===== src/rtl/pr_pkg.sv =====
// Shared definitions for the response-time statistics block: default
// widths and the run-control FSM state encoding.
package pr_pkg;

   localparam int DATA_W_DEF = 32;
   localparam int CNT_W_DEF  = 8;

   typedef enum logic [1:0] {
      IDLE    = 2'd0,
      COLLECT = 2'd1,
      DIVIDE  = 2'd2,
      DONE    = 2'd3
   } pr_state_e;

endpackage


===== src/rtl/pr_seq_divider.sv =====
// Sequential restoring divider: unsigned ACC_W-bit dividend by CNT_W-bit
// divisor, one quotient bit per cycle.
// Timing: start_i loads the operands. ACC_W shift/subtract steps follow.
// done_o is then high for one cycle with quotient_o valid, so the result
// is captured ACC_W+1 clock edges after the load.
// A start_i during the done_o cycle reloads, which allows back-to-back
// divisions. A zero divisor returns a quotient of 0.
module pr_seq_divider #(
   parameter int ACC_W = 40,
   parameter int CNT_W = 8,
   parameter int Q_W   = 32
) (
   input  logic             clk_i,
   input  logic             rst_i,
   input  logic             start_i,
   input  logic [ACC_W-1:0] dividend_i,
   input  logic [CNT_W-1:0] divisor_i,
   output logic             busy_o,
   output logic             done_o,
   output logic [Q_W-1:0]   quotient_o
);

   localparam int STEP_W = $clog2(ACC_W + 1);

   logic [ACC_W-1:0]  quo_q, quo_d;
   logic [CNT_W-1:0]  rem_q, rem_d;
   logic [CNT_W-1:0]  dsr_q;
   logic [STEP_W-1:0] step_q;
   logic              busy_q;
   logic              zero_q;
   logic [CNT_W:0]    trial;
   logic [CNT_W:0]    diff;
   logic              ge;

   // One restoring step: shift the next dividend bit into the remainder
   // and subtract the divisor when it fits.
   always_comb begin
      trial = {rem_q, quo_q[ACC_W-1]};
      diff  = trial - {1'b0, dsr_q};
      ge    = (trial >= {1'b0, dsr_q});
      rem_d = ge ? diff[CNT_W-1:0] : trial[CNT_W-1:0];
      quo_d = {quo_q[ACC_W-2:0], ge};
   end

   // Operand load, step sequencing and completion.
   always_ff @(posedge clk_i) begin
      if (rst_i) begin
         quo_q  <= '0;
         rem_q  <= '0;
         dsr_q  <= '0;
         step_q <= '0;
         busy_q <= 1'b0;
         zero_q <= 1'b0;
      end else if (start_i) begin
         quo_q  <= dividend_i;
         rem_q  <= '0;
         dsr_q  <= divisor_i;
         step_q <= STEP_W'(ACC_W);
         busy_q <= 1'b1;
         zero_q <= (divisor_i == '0);
      end else if (busy_q) begin
         if (step_q != '0) begin
            quo_q  <= quo_d;
            rem_q  <= rem_d;
            step_q <= step_q - 1'b1;
         end else begin
            busy_q <= 1'b0;
         end
      end
   end

   assign busy_o     = busy_q;
   assign done_o     = busy_q && (step_q == '0);
   assign quotient_o = zero_q ? '0 : quo_q[Q_W-1:0];

endmodule


===== src/rtl/pr_result_stats.sv =====
// Response-time statistics collector.
// Collects N tester results and splits them into rise and fall sums and
// counts. It then divides each sum by its count with one shared divider.
// Build option PR_STATS_MINMAX_EN adds min/max tracking over the accepted
// samples. Without it, min_time and max_time read 0.
// Handshake: a result transfers on a rising clk edge where result_valid
// and result_ready are both 1. result_ready is 1 only in COLLECT.
// dbg_state exposes the FSM state for observation.
module pr_result_stats
   import pr_pkg::*;
#(
   parameter int DATA_W = DATA_W_DEF,
   parameter int CNT_W  = CNT_W_DEF
) (
   input  logic              clk,
   input  logic              reset,
   input  logic              start,
   input  logic              abort,
   input  logic [CNT_W-1:0]  cfg_num_samples,
   input  logic              result_valid,
   output logic              result_ready,
   input  logic [DATA_W-1:0] result_data,
   input  logic              result_dir,
   output logic              busy,
   output logic              done,
   output logic              stats_valid,
   output logic [DATA_W-1:0] avg_rise,
   output logic [DATA_W-1:0] avg_fall,
   output logic [CNT_W-1:0]  cnt_rise,
   output logic [CNT_W-1:0]  cnt_fall,
   output logic [DATA_W-1:0] min_time,
   output logic [DATA_W-1:0] max_time,
   output pr_state_e         dbg_state
);

   localparam int ACC_W = DATA_W + CNT_W;

   pr_state_e         state_q, state_d;
   logic [CNT_W-1:0]  n_q, n_d;
   logic [CNT_W-1:0]  cnt_tot_q, cnt_tot_d;
   logic [CNT_W-1:0]  cnt_rise_q, cnt_rise_d;
   logic [CNT_W-1:0]  cnt_fall_q, cnt_fall_d;
   logic [ACC_W-1:0]  sum_rise_q, sum_rise_d;
   logic [ACC_W-1:0]  sum_fall_q, sum_fall_d;
   logic [DATA_W-1:0] avg_rise_q, avg_rise_d;
   logic [DATA_W-1:0] avg_fall_q, avg_fall_d;
   logic              phase_q, phase_d;      // 0: rise division, 1: fall division
   logic              done_q, done_d;
   logic              stats_valid_q, stats_valid_d;

   logic              run_start;
   logic              take;
   logic              last;
   logic              div_start;
   logic [ACC_W-1:0]  div_dividend;
   logic [CNT_W-1:0]  div_divisor;
   logic              div_busy;
   logic              div_done;
   logic [DATA_W-1:0] div_quot;

   // Abort has priority over start. A zero sample count never starts a run.
   assign run_start = ((state_q == IDLE) || (state_q == DONE)) && start && !abort
                      && (cfg_num_samples != '0);
   assign take      = result_valid && result_ready && !abort;
   assign last      = take && (({1'b0, cnt_tot_q} + 1'b1) == {1'b0, n_q});

   // Next-state logic and datapath updates. The rise division is launched
   // on the Nth accept, from the sums that include that sample. The fall
   // division is launched in the cycle that the rise quotient is captured.
   always_comb begin
      state_d       = state_q;
      n_d           = n_q;
      cnt_tot_d     = cnt_tot_q;
      cnt_rise_d    = cnt_rise_q;
      cnt_fall_d    = cnt_fall_q;
      sum_rise_d    = sum_rise_q;
      sum_fall_d    = sum_fall_q;
      avg_rise_d    = avg_rise_q;
      avg_fall_d    = avg_fall_q;
      phase_d       = phase_q;
      done_d        = 1'b0;
      stats_valid_d = stats_valid_q;
      div_start     = 1'b0;
      div_dividend  = sum_rise_q;
      div_divisor   = cnt_rise_q;
      case (state_q)
         IDLE, DONE: begin
            if (run_start) begin
               n_d           = cfg_num_samples;
               cnt_tot_d     = '0;
               cnt_rise_d    = '0;
               cnt_fall_d    = '0;
               sum_rise_d    = '0;
               sum_fall_d    = '0;
               avg_rise_d    = '0;
               avg_fall_d    = '0;
               stats_valid_d = 1'b0;
               state_d       = COLLECT;
            end
         end
         COLLECT: begin
            if (abort) begin
               state_d = IDLE;
            end else if (take) begin
               if (result_dir) begin
                  sum_fall_d = sum_fall_q + {{CNT_W{1'b0}}, result_data};
                  cnt_fall_d = cnt_fall_q + 1'b1;
               end else begin
                  sum_rise_d = sum_rise_q + {{CNT_W{1'b0}}, result_data};
                  cnt_rise_d = cnt_rise_q + 1'b1;
               end
               cnt_tot_d = cnt_tot_q + 1'b1;
               if (last) begin
                  state_d      = DIVIDE;
                  phase_d      = 1'b0;
                  div_start    = 1'b1;
                  div_dividend = sum_rise_d;
                  div_divisor  = cnt_rise_d;
               end
            end
         end
         DIVIDE: begin
            if (abort) begin
               state_d = IDLE;
            end else if (div_busy && div_done) begin
               if (!phase_q) begin
                  avg_rise_d   = div_quot;
                  phase_d      = 1'b1;
                  div_start    = 1'b1;
                  div_dividend = sum_fall_q;
                  div_divisor  = cnt_fall_q;
               end else begin
                  avg_fall_d    = div_quot;
                  done_d        = 1'b1;
                  stats_valid_d = 1'b1;
                  state_d       = DONE;
               end
            end
         end
         default: state_d = IDLE;
      endcase
   end

   // State and datapath registers.
   always_ff @(posedge clk) begin
      if (reset) begin
         state_q       <= IDLE;
         n_q           <= '0;
         cnt_tot_q     <= '0;
         cnt_rise_q    <= '0;
         cnt_fall_q    <= '0;
         sum_rise_q    <= '0;
         sum_fall_q    <= '0;
         avg_rise_q    <= '0;
         avg_fall_q    <= '0;
         phase_q       <= 1'b0;
         done_q        <= 1'b0;
         stats_valid_q <= 1'b0;
      end else begin
         state_q       <= state_d;
         n_q           <= n_d;
         cnt_tot_q     <= cnt_tot_d;
         cnt_rise_q    <= cnt_rise_d;
         cnt_fall_q    <= cnt_fall_d;
         sum_rise_q    <= sum_rise_d;
         sum_fall_q    <= sum_fall_d;
         avg_rise_q    <= avg_rise_d;
         avg_fall_q    <= avg_fall_d;
         phase_q       <= phase_d;
         done_q        <= done_d;
         stats_valid_q <= stats_valid_d;
      end
   end

   pr_seq_divider #(
      .ACC_W (ACC_W),
      .CNT_W (CNT_W),
      .Q_W   (DATA_W)
   ) u_div (
      .clk_i      (clk),
      .rst_i      (reset),
      .start_i    (div_start),
      .dividend_i (div_dividend),
      .divisor_i  (div_divisor),
      .busy_o     (div_busy),
      .done_o     (div_done),
      .quotient_o (div_quot)
   );

`ifdef PR_STATS_MINMAX_EN
   logic [DATA_W-1:0] min_q, max_q;

   // Track the unsigned extremes of the accepted samples in the current run.
   always_ff @(posedge clk) begin
      if (reset || run_start) begin
         min_q <= '1;
         max_q <= '0;
      end else if (take) begin
         if (result_data < min_q) min_q <= result_data;
         if (result_data > max_q) max_q <= result_data;
      end
   end

   assign min_time = min_q;
   assign max_time = max_q;
`else
   assign min_time = '0;
   assign max_time = '0;
`endif

   assign result_ready = (state_q == COLLECT);
   assign busy         = (state_q == COLLECT) || (state_q == DIVIDE);
   assign done         = done_q;
   assign stats_valid  = stats_valid_q;
   assign avg_rise     = avg_rise_q;
   assign avg_fall     = avg_fall_q;
   assign cnt_rise     = cnt_rise_q;
   assign cnt_fall     = cnt_fall_q;
   assign dbg_state    = state_q;

endmodule

===== config.mk =====
export PLATFORM = sky130hd
export DESIGN_NAME = pr_result_stats
export DESIGN_NICKNAME = d
export VERILOG_FILES = /design/src/rtl/pr_pkg.sv /design/src/rtl/pr_seq_divider.sv /design/src/rtl/pr_result_stats.sv
export SDC_FILE = /design/constraint.sdc
export NUM_CORES = 1
export LEC_CHECK = 0
export BUFFER_PORTS_ARGS = -buffer_cell sky130_fd_sc_hd__buf_4
export CORE_ASPECT_RATIO = 0.9
export CORE_MARGIN = 2
export CORE_UTILIZATION = 50
export CTS_CLUSTER_SIZE = 10
export DETAILED_ROUTE_END_ITERATION = 10
export PLACE_DENSITY = 0.73
export SKIP_CTS_REPAIR_TIMING = 1
export SKIP_LAST_GASP = 1
export SYNTH_ARGS = -nofsm -noshare
export SYNTH_HDL_FRONTEND = slang
export SYNTH_SLANG_ARGS = --single-unit
export TNS_END_PERCENT = 10

===== constraint.sdc =====
create_clock -name clk -period 3.7 [get_ports clk]
set_input_delay 0.74 -clock clk [delete_from_list [all_inputs] [get_ports clk]]
set_output_delay 0.74 -clock clk [all_outputs]
set_load 0.01 [all_outputs]

==> results.cfg <==
[run_status]
status = finished, final reports clean

[global_route]
grt_overflow = 0
grtUsageTotal_pct = 31.45
antenna_found_initial = 0
first_global_vias = 15250
grt_pass1_wl_um = 84070
grt_max_degree = 66

[critical_path]
path_max_fanout = 8
end_kind = register
worstSetupStartpointType = register
critical_path_class = reg -> reg
critPathArrivalTime_ps = 3950
worstPathRequired_ps = 4110

[power_and_ir_drop]
peakVddDrop_v = 0.0003358
power_density_nw_per_um2 = 358.4
cellLeakagePower_uw = 0.007657

[yosys]
yosys_register_bits = 245
synth_largest_area_cell = dfxtp_1
syn_area_um2 = 15820
synth.top_cells.by_count = nand2_1, dfxtp_1, a21oi_1
synth_cell_types = 89
synth_most_common_cell = nand2_1
ys_seq_area_share_pct = 31.00
yosysWarnings = 0
synth-edff-count = 0
postSynthAreaPerCell_um2 = 7.545
synthCells = 2097
synth_top_area_share_pct = 31.00
async_flop_share_pct = 0
synth_ff_type = dfxtp_1
netlist_top_cells_area = dfxtp_1, nand2_1, a21oi_1, ha_1, nand3_1

[place]
dp_hpwl_um = 38250
place_congestion = 0.9433
port_buffers = 131
place_ws_ps = -211.7

[floorplanning]
die-area_um2 = 33080
initial_core_util_pct = 51.06
io_pins = 196
die_w_um = 191.5
core_um2 = 30990
rows = 61
fp.dieH_um = 172.8

[sta]
final.setup.tns_ps = 0
setup_slack_ps = 153.6
setup-violations-final = 0
fin_crit_ps = 3546
tightest_slew_ps = 1070
grt_setup_unrepaired = true
fmax_mhz = 282.0
max_slew_margin_pct = 27.92
hold_viol_final = 0
period_share_pct = 95.85
slew_viol_final = 0
clock_skew_ps = 16.53

[layout]
n_fill_cell = 2932
seq_area_um2 = 4905
fin_nets = 2392
multi_input_area_um2 = 10020
drive_above_1_share_pct = 14.83
diodes = 0
areaGrowthSynthToFinish_pct = 16.59

[flow_run]
cap_violations = 0

[clocking]
clkTransAtPathRegs_ps = 60
clockBufferDepth = 3
h-tree-depth = 1
cts_made_buffers = 29
clkLatencyLatePin_ps = 560
clock_sinks = 245
cts_root_buf = clkbuf_16
cts_tree = done

[route]
dr.pass1.iters = 5
via_per_inst = 6.122
drt-initial-drc-count = 1598
routed_wl_um = 53540
via_count = 16410
drc = 0
ant_nets = 0
wl_per_cell_um = 19.97

[min_path]
hp-class = reg -> reg
## cells in the final DEF, fill, tap and decap left out, drive strengths merged, types with 45 or more instances in the layout
| master | Yosys | final |
|---|---|---|
| a211oi | 53 | 53 |
| a21oi | 209 | 209 |
| buf | 86 | 263 |
| conb | 1 | 64 |
| dfxtp | 245 | 245 |
| ha | 79 | 79 |
| inv | 45 | 45 |
| nand2 | 364 | 364 |
| nand3 | 119 | 119 |
| nor2 | 147 | 147 |
| o21ai | 106 | 106 |
## metrics by stage
step / hold WS, ps / instance area [um^2] / total power (uW) / std cells / utilization [%]
5_1_grt: 452.7 / 18450 / 6841 / 2681 / 59.53
6_report: 455.5 / 18450 / 6611 / 2681 / 59.53
4_1_cts: 445.5 / 18450 / 6608 / 2681 / 59.53
3_3_place_gp: 448.1 / 17640 / 4014 / 2642 / 56.91
2_1_floorplan: 442.6 / 16060 / 3559 / 2160 / -
3_5_place_dp: 447.8 / 17640 / 4024 / 2642 / 56.91
## logic make-up (layout without fill, tap and decap cells)
group                    after synthesis  count (layout)  share of synthesized area, %
adder cells (fa/ha/maj)               82              82                         6.627
multiplexers                          45              45                         2.886
XOR/XNOR                              70              70                         3.875
other                                  1              64                       0.02370
AND/OR/NAND/NOR                      811             811                         23.20
buffers and inverters                237             349                         7.418
flip-flops                           245             245                         31.00
AO/OA/AOI/OAI                        606             606                         24.97
## path summary, 6_finish.rpt
kind / startpoint / end / slack (ps) / cells past startpoint
worst max-delay path: cnt_tot_q[0] / u_div.dsr_q[2] / 150 / 11
worst min-delay path: avg_rise[10] / avg_rise[10] / 460 / 2
worst max register to register: cnt_tot_q[0] / u_div.dsr_q[2] / 150 / 11
worst min register to register: avg_rise[10] / avg_rise[10] / 460 / 2
## layer usage
metal	GRT usage [%]	wire [um]	vias up
met3	4.343	4352	136
met5	0	0	-
li1	-	-	7762
met4	12.72	2263	0
met1	43.83	23310	7797
met2	48.81	23620	718
## layout make-up
type | instances | area share, %
inverter | 47 | 0.9564
timing repair buffer | 263 | 11.00
clock buffer | 38 | 4.226
sequential | 245 | 26.59
clock inverter | 1 | 0.1628
tap | 409 | 2.774
multi-input combinational | 1678 | 54.30
## where the power goes
| part | internal (uW) | switching, uW | total (uW) |
|---|---|---|---|
| Combinational | 362 | 958 | 1320 |
| Sequential | 2670 | 27.2 | 2690 |
| Clock | 1510 | 1090 | 2600 |
| Total | 4530 | 2080 | 6610 |
## flip-flops by register name, indices dropped and copies added, names as in the netlist
name          cells
u_div.step_q      6
u_div.busy_o      1
cnt_fall          8
sum_rise_q       40
n_q               8
sum_fall_q       40
u_div.rem_q       8
cnt_rise          8
u_div.dsr_q       8
avg_rise         32
done              1
avg_fall         32
u_div.quo_q      40
u_div.zero_q      1
phase_q           1
cnt_tot_q         8
dbg_state         2
stats_valid       1
## critical path, cell delays in order (launching register included)
cell and delay, ps:
dfxtp_1 460, ha_1 330, nand3_1 200, xnor2_1 200, o211ai_1 270, a2111o_1 600
buf_4 260, o21ai_0 220, a21oi_1 100, a2111oi_0 500, buf_4 220, a211oi_1 40
Note: power is estimated with default switching activity, not from simulation.
